<file path="src/rtl/div_unit.sv">
// Iterative restoring divider for MIPS DIV/DIVU: one quotient bit per clock.
// result_o = {remainder, quotient}, held with ready_o until start_i drops.
module div_unit #(
    parameter int WIDTH = 32
) (
    input  logic               clk,
    input  logic               rst,
    input  logic               signed_div_i,
    input  logic [WIDTH-1:0]   opdata1_i,
    input  logic [WIDTH-1:0]   opdata2_i,
    input  logic               start_i,
    input  logic               annul_i,
    output logic [2*WIDTH-1:0] result_o,
    output logic               ready_o
);

    localparam int CNT_W = $clog2(WIDTH) + 1;

    typedef enum logic [1:0] {
        IDLE    = 2'd0,
        BY_ZERO = 2'd1,
        ON      = 2'd2,
        END     = 2'd3
    } state_t;

    function automatic logic [WIDTH-1:0] negate(input logic [WIDTH-1:0] v);
        return ~v + {{(WIDTH-1){1'b0}}, 1'b1};
    endfunction

    state_t             state_r, state_s;
    logic [CNT_W-1:0]   cnt_r, cnt_s;
    logic [WIDTH-1:0]   dvd_r, dvd_s;      // dividend magnitude, becomes quotient
    logic [WIDTH-1:0]   dvs_r, dvs_s;      // divisor magnitude
    logic [WIDTH-1:0]   rem_r, rem_s;
    logic               neg_q_r, neg_q_s;
    logic               neg_rem_r, neg_rem_s;
    logic [2*WIDTH-1:0] result_r, result_s;
    logic               ready_r, ready_s;

    logic [WIDTH:0]     rem_shift_s;
    logic [WIDTH-1:0]   rem_diff_s;
    logic               ge_s;

    // Next-state, datapath step and output computation.
    always_comb begin
        state_s     = state_r;
        cnt_s       = cnt_r;
        dvd_s       = dvd_r;
        dvs_s       = dvs_r;
        rem_s       = rem_r;
        neg_q_s     = neg_q_r;
        neg_rem_s   = neg_rem_r;
        result_s    = result_r;
        ready_s     = ready_r;

        rem_shift_s = {rem_r, dvd_r[WIDTH-1]};
        ge_s        = (rem_shift_s >= {1'b0, dvs_r});
        // When ge_s holds the true difference is below dvs_r, so WIDTH bits suffice.
        rem_diff_s  = rem_shift_s[WIDTH-1:0] - dvs_r;

        case (state_r)
            IDLE: begin
                ready_s = 1'b0;
                if (start_i && !annul_i) begin
                    neg_q_s   = signed_div_i & (opdata1_i[WIDTH-1] ^ opdata2_i[WIDTH-1]);
                    neg_rem_s = signed_div_i & opdata1_i[WIDTH-1];
                    dvd_s     = (signed_div_i && opdata1_i[WIDTH-1]) ? negate(opdata1_i) : opdata1_i;
                    dvs_s     = (signed_div_i && opdata2_i[WIDTH-1]) ? negate(opdata2_i) : opdata2_i;
                    rem_s     = {WIDTH{1'b0}};
                    cnt_s     = {CNT_W{1'b0}};
                    if (opdata2_i == {WIDTH{1'b0}}) begin
                        state_s = BY_ZERO;
                    end else begin
                        state_s = ON;
                    end
                end else begin
                    state_s = IDLE;
                end
            end
            BY_ZERO: begin
                state_s  = END;
                result_s = {(2*WIDTH){1'b0}};
                ready_s  = 1'b1;
            end
            ON: begin
                ready_s = 1'b0;
                if (annul_i) begin
                    state_s = IDLE;
                end else if (cnt_r == CNT_W'(WIDTH)) begin
                    result_s = {(neg_rem_r ? negate(rem_r) : rem_r),
                                (neg_q_r   ? negate(dvd_r) : dvd_r)};
                    ready_s  = 1'b1;
                    state_s  = END;
                end else begin
                    rem_s = ge_s ? rem_diff_s : rem_shift_s[WIDTH-1:0];
                    dvd_s = {dvd_r[WIDTH-2:0], ge_s};
                    cnt_s = cnt_r + CNT_W'(1);
                end
            end
            END: begin
                if (start_i) begin
                    ready_s = 1'b1;
                    state_s = END;
                end else begin
                    ready_s = 1'b0;
                    state_s = IDLE;
                end
            end
            default: begin
                ready_s = 1'b0;
                state_s = IDLE;
            end
        endcase
    end

    // State and datapath registers.
    always_ff @(posedge clk or negedge rst) begin
        if (!rst) begin
            state_r   <= IDLE;
            cnt_r     <= {CNT_W{1'b0}};
            dvd_r     <= {WIDTH{1'b0}};
            dvs_r     <= {WIDTH{1'b0}};
            rem_r     <= {WIDTH{1'b0}};
            neg_q_r   <= 1'b0;
            neg_rem_r <= 1'b0;
            result_r  <= {(2*WIDTH){1'b0}};
            ready_r   <= 1'b0;
        end else begin
            state_r   <= state_s;
            cnt_r     <= cnt_s;
            dvd_r     <= dvd_s;
            dvs_r     <= dvs_s;
            rem_r     <= rem_s;
            neg_q_r   <= neg_q_s;
            neg_rem_r <= neg_rem_s;
            result_r  <= result_s;
            ready_r   <= ready_s;
        end
    end

    assign result_o = result_r;
    assign ready_o  = ready_r;

endmodule

</file>
<file path="config.mk">
export PLATFORM = sky130hd
export DESIGN_NAME = div_unit
export DESIGN_NICKNAME = d
export VERILOG_FILES = /design/src/rtl/div_unit.sv
export SDC_FILE = /design/constraint.sdc
export NUM_CORES = 1
export LEC_CHECK = 0
export ABC_AREA = 1
export BUFFER_PORTS_ARGS = -buffer_cell sky130_fd_sc_hd__buf_2
export CELL_PAD_IN_SITES_DETAIL_PLACEMENT = 1
export CELL_PAD_IN_SITES_GLOBAL_PLACEMENT = 1
export CORE_ASPECT_RATIO = 1.75
export CORE_MARGIN = 10
export CORE_UTILIZATION = 38
export CTS_CLUSTER_SIZE = 30
export DETAILED_ROUTE_END_ITERATION = 8
export PLACE_DENSITY = 0.8
export SETUP_SLACK_MARGIN = 0.3
export SYNTH_ARGS = -nofsm -noshare
export SYNTH_HDL_FRONTEND = slang
export SYNTH_SLANG_ARGS = --single-unit
</file>
<file path="constraint.sdc">
create_clock -name clk -period 2.11 [get_ports clk]
set_clock_uncertainty 0.2 [all_clocks]
set_input_delay 0.1055 -clock clk [delete_from_list [all_inputs] [get_ports clk]]
set_output_delay 0.1055 -clock clk [all_outputs]
set_load 0.01 [all_outputs]
</file>
==> impl_results.md, run 1 <==
- Error: [ERROR GRT-0232] Routing congestion too high. Check the congestion heatmap in the GUI.
- Starting Density: 0.384
- Syn. warnings: 0
- Compound-Gate Fraction of Synth Area: 0.113
- Syn Area/Cell: 6.36 sq um
- Synth Area in XOR/XNOR: 0.0353
- Routability-driven placement congestion ratio: approximately 1
- Ys flop type: dfrtp_1
- #FFs+latches synth: between 150 and 200
- Bufs on Longest Clock Path: 2
- # rows: 89
- Simple-gate area share of the yosys netlist: 0.372
- GRT Total Usage: 0.666
- I/O Pins: 134
- Root buf cell: clkbuf_16
- Post-synthesis mux area share: 0
- Post-synthesis net count: 2,141
- Category of the worst endpoint: register input
- Cell area after placement: 16,400 sq um
- Cell Area, Synth: 12,900 sq um
- # H-tree levels: 4
- Count of cell types in the netlist: 44
- Num Clock Sinks: 171
- Worst EP post-GRT repair: rem_r[21]$_DFFE_PN0P_/D
- Status: stopped before the end
- Overflow left after global routing: ~130
- Pin count of the biggest net entering global routing: 69
- Post-synthesis sequential area ratio: 0.331
- Exit stage: global routing (5_1_grt)
- Die width: 159 um
- Initial antenna violation count: 12
- Post-Synthesis Cells: approximately 2,000
- DP HPWL: 47,000 um
- Adder-Cell Fraction of Synth Area: 0.0383
- Post-synth EDFFs: 0
- Largest family of logic cells by synthesized area: simple AND/OR/NAND/NOR gates
- Port bufs: 133
- Die height: 264 um
- Total CTS buffers: 17
- Async set-or-reset flop fraction in the synthesized netlist: 1.00
-- logic make-up after synthesis --
| family | after synthesis |
|---|---|
| buf+inv | 366 |
| simple gates | 1149 |
| flops | 171 |
| xor+xnor | 52 |
| fa+ha+maj | 39 |
| compound gates | 256 |
-- synth_stat cells (2+ instances only) --
| cell | number | area, sq um |
|---|---|---|
| nor4_1 | 7 | 43.8 |
| nand3_1 | 190 | 951 |
| nand3b_1 | 7 | 52.6 |
| nand4_1 | 31 | 194 |
| nor2_2 | 10 | 62.6 |
| dfrtp_1 | 171 | 4280 |
| buf_1 | 4 | 15.0 |
| clkinv_1 | 2 | 7.51 |
| buf_6 | 3 | 33.8 |
| nor3_1 | 28 | 140 |
| nor2_1 | 157 | 589 |
| buf_2 | 18 | 90.1 |
| or2_2 | 7 | 43.8 |
| and2_1 | 2 | 12.5 |
| nand2_1 | 698 | 2620 |
| nor3_2 | 2 | 20.0 |
| nand3_2 | 2 | 20.0 |
| o21ai_2 | 3 | 26.3 |
| nand2_2 | 4 | 25.0 |
| a22oi_1 | 3 | 22.5 |
| xnor2_1 | 20 | 175 |
| a32o_1 | 3 | 30.0 |
| o221ai_1 | 10 | 87.6 |
| o21ai_1 | 14 | 70.1 |
| ha_1 | 38 | 475 |
| a21oi_1 | 55 | 275 |
| o22ai_1 | 18 | 113 |
| o21ai_0 | 116 | 581 |
| clkbuf_1 | 32 | 120 |
| inv_2 | 4 | 15.0 |
| o211ai_1 | 6 | 45.0 |
| o21bai_1 | 17 | 128 |
| xor2_1 | 32 | 280 |
| inv_1 | 303 | 1140 |
| o31ai_1 | 7 | 52.6 |
-- metrics by stage --
stage                     setup WS [ns]   util  instances
after floorplan                  0.0570      -       2033
after global placement           -0.363  0.489       2815
after detailed placement         -0.419  0.489       2815
after CTS                        -0.289  0.594       2991
-- per-layer routing --
layer,overflow,global-route usage
met5,0,0.0824
met4,53,0.713
met3,1,0.482
met2,79,0.884
met1,0,0.624
-- timing repair --
item / CTS
gates resized for setup: 391
setup buffers: 47
hold endpoints to repair: 238
gates cloned: 21
pin swaps: 96
hold buffers: 76
endpoints found under the setup margin: 134
==> run 2: changes to the inputs <==
Settings changed: CELL_PAD_IN_SITES_DETAIL_PLACEMENT 1 to unset, CELL_PAD_IN_SITES_GLOBAL_PLACEMENT 1 to unset, CORE_ASPECT_RATIO 1.75 to unset, CORE_UTILIZATION 38 to 35, CTS_CLUSTER_SIZE 30 to unset, PLACE_DENSITY 0.8 to unset, PLACE_DENSITY_LB_ADDON set to 0.15, SETUP_SLACK_MARGIN 0.3 to unset.
Clock period 2.11 ns to 2.7 ns, I/O delays scaled along.
==> run 2 against run 1 <==
The flow now finishes without violations. Synthesized cell count is the same. Synthesized area is the same.
==> impl_results.md, run 2 <==
- Status: finished clean
- Worst Setup End Kind: flop
- Worst slew margin: 0.597
- Pin count of the biggest net entering global routing: 57
- Layout Nets: 2,368
- Syn. warnings: 0
- Fin. Hold Viols: 0
- Clock transition at path regs: 0.08 ns
- Top-count cell post-synth: nand2_1
- Met2 Use GR: 0.370
- Total CTS buffers: 17
- Max FFs per register: 64
- Fmax: 393 MHz
- I/O Pins: 134
- Grt met3 use: 0.0311
- Starting Density: 0.354
- Final period util: 0.943
- Post-Synthesis Cells: approximately 2,000
- Clk Latency, worst-skew pair: 0.45 ns
- Die area: 45,000 sq um
- Initial antenna violation count: 0
- Bufs on Longest Clock Path: 2
- Max cap viols: 0
- Power consumption: about 15,000 uW
- Worst ir drop on vdd: 0.511 mV
- GRT Total Usage: 0.218
- Residual DRC: 0
- Port bufs: 133
- Final core occ: 0.438
- Total Neg Setup Slack: 0 ns
- DRT Wirelength: around 49,000 um
- Post-synth EDFFs: 0
- Pre-CTS setup slack: -0.00468 ns
- Count of cell types in the netlist: 44
- Met1 Track Usage GR: 0.280
- Via density: 5.02
- Root buf cell: clkbuf_16
- Num Clock Sinks: ~170
- # H-tree levels: 4
- Pwr per Cell Area: 952 nW/um^2
- Vias after detailed routing: 13,800
- Top Usage Layer GRT: met2
- Starting DRT DRC Count: 1,142
- First-pass GRT wire length: 76,500 um
- Fin. max-slew vios: 0
- P_leak: about 0.0087 uW
- Core ar.: 36,500 sq um
- HP Class: in -> reg
- Slew @ Worst Pin: a little over 0.6 ns
- Ys flop type: dfrtp_1
- Synth cell count leaders: 698 x nand2_1, 303 x inv_1, 190 x nand3_1
- Post-synth top area cell: dfrtp_1
- CTS tree: built
- Worst Path Arrival: 2.69 ns
- Die width: 212 um
- #FFs+latches synth: around 170
- Critical path launch point type: flop
- Routability-driven placement congestion ratio: 0.951
- Die height: 212 um
- Post-route ant nets: 0
- # rows: 70
- Post-synthesis net count: between 2,000 and 2,500
- Drt first pass iters: 5
- Ranking of synthesized cells by area: dfrtp_1 33%, nand2_1 20%, inv_1 8.8%
- Post-route worst setup slack: 0.155 ns
- Overflow left after global routing: 0
- Min Tclk post-route: 2.55 ns
- Async set-or-reset flop fraction in the synthesized netlist: 1.00
- Most frequent cells in the layout: 696 x nand2_1, 302 x inv_1, 188 x nand3_1
- Avg WL per Cell: 17.7 um
- Setup Fix Bufs, Post-CTS: 0
- Hold slack: about 0.019 ns
- Share of cells above drive strength 1: 0.128
- Most common cell after layout, fill and taps aside: nand2_1
- Setup violators final: 0
- Syn Area/Cell: about 6.4 sq um
- Cell Area, Synth: 12,900 sq um
- CP required: 2.84 ns
- Top-area cell type share of the netlist area: 0.331
- Vias in the first global route: 13,600
- Max Fanout on Critical Path: 20
- Post-synthesis sequential area ratio: 0.331
- Synth-to-layout area growth: 23.8%
- DP HPWL: 38,100 um
- CP Class: reg -> reg
-- run 2: final cells by class --
| cell class | count | area (sq um) |
|---|---|---|
| fillers | 3805 | 20500 |
| flip-flops and latches | 171 | 4290 |
| multi-input cells | 1496 | 7370 |
| clock inverters | 15 | 233 |
| clock buffers | 17 | 425 |
| repair buffers | 265 | 1930 |
| well taps | 468 | 586 |
| diodes | 1 | 2.50 |
| inverters | 309 | 1160 |
-- run 2: metrics by stage --
step / instances / cell area, sq um
2_1_floorplan: 2033 / 12900
3_3_place_gp: 2637 / 14500
3_5_place_dp: 2637 / 14500
4_1_cts: 2742 / 15800
5_1_grt: 2741 / 16000
6_report: 2742 / 16000
-- run 2: routing by layer --
metal,part of all wire,up-vias
met2,0.48,340
li1,-,6930
met1,0.45,6424
met4,0.024,0
met3,0.040,59
met5,0,-
-- run 2: path summary, 6_finish.rpt --
path,startpoint,to,slack [ns],cells past startpoint
hold reg to reg,result_o[46],result_o[46],0.28,2
max in group asynchronous,rst,dvs_r[30],1.43,3
setup / recovery,rem_r[5],rem_r[28],0.15,13
min in group asynchronous,rst,dvs_r[23],0.03,2
setup reg to reg,rem_r[5],rem_r[28],0.15,13
hold / removal,opdata2_i[24],dvs_r[24],0.02,4
-- run 2: power by group --
group / switching, uW / internal [uW] / leakage, uW
Combinational: 5700 / 2870 / 0.00607
Sequential: 587 / 3220 / 0.00227
Clock: 1190 / 1660 / 0.000320
-- run 2: cells by family after synthesis --
family | count (synthesis) | synth area share
fa+ha+maj | 39 | 0.0384
simple gates | 1149 | 0.372
flops | 171 | 0.331
xor+xnor | 52 | 0.0353
buf+inv | 366 | 0.110
compound gates | 256 | 0.113
-- run 2: critical path: stages (launching register included) --
cell and delay, ns:
dfrtp_1 0.46, ha_1 0.40, nand2_1 0.13, nor2_2 0.23, nand3_1 0.13, nor2_1 0.10, nand2_1 0.08, nand3_2 0.10
nor2_4 0.05, nand2_4 0.08, buf_12 0.16, nand3_1 0.14, nand2_1 0.11, nand2_1 0.05
-- run 2: what timing repair did --
item                                    CTS  global route
pin swaps                                 0             1
endpoints found under the setup margin    2            37
cloned                                    0             0
hold buffers                             73             0
hold endpoints to repair                161             0
resized for setup                         1            36
(Power assumes the default switching activity.)
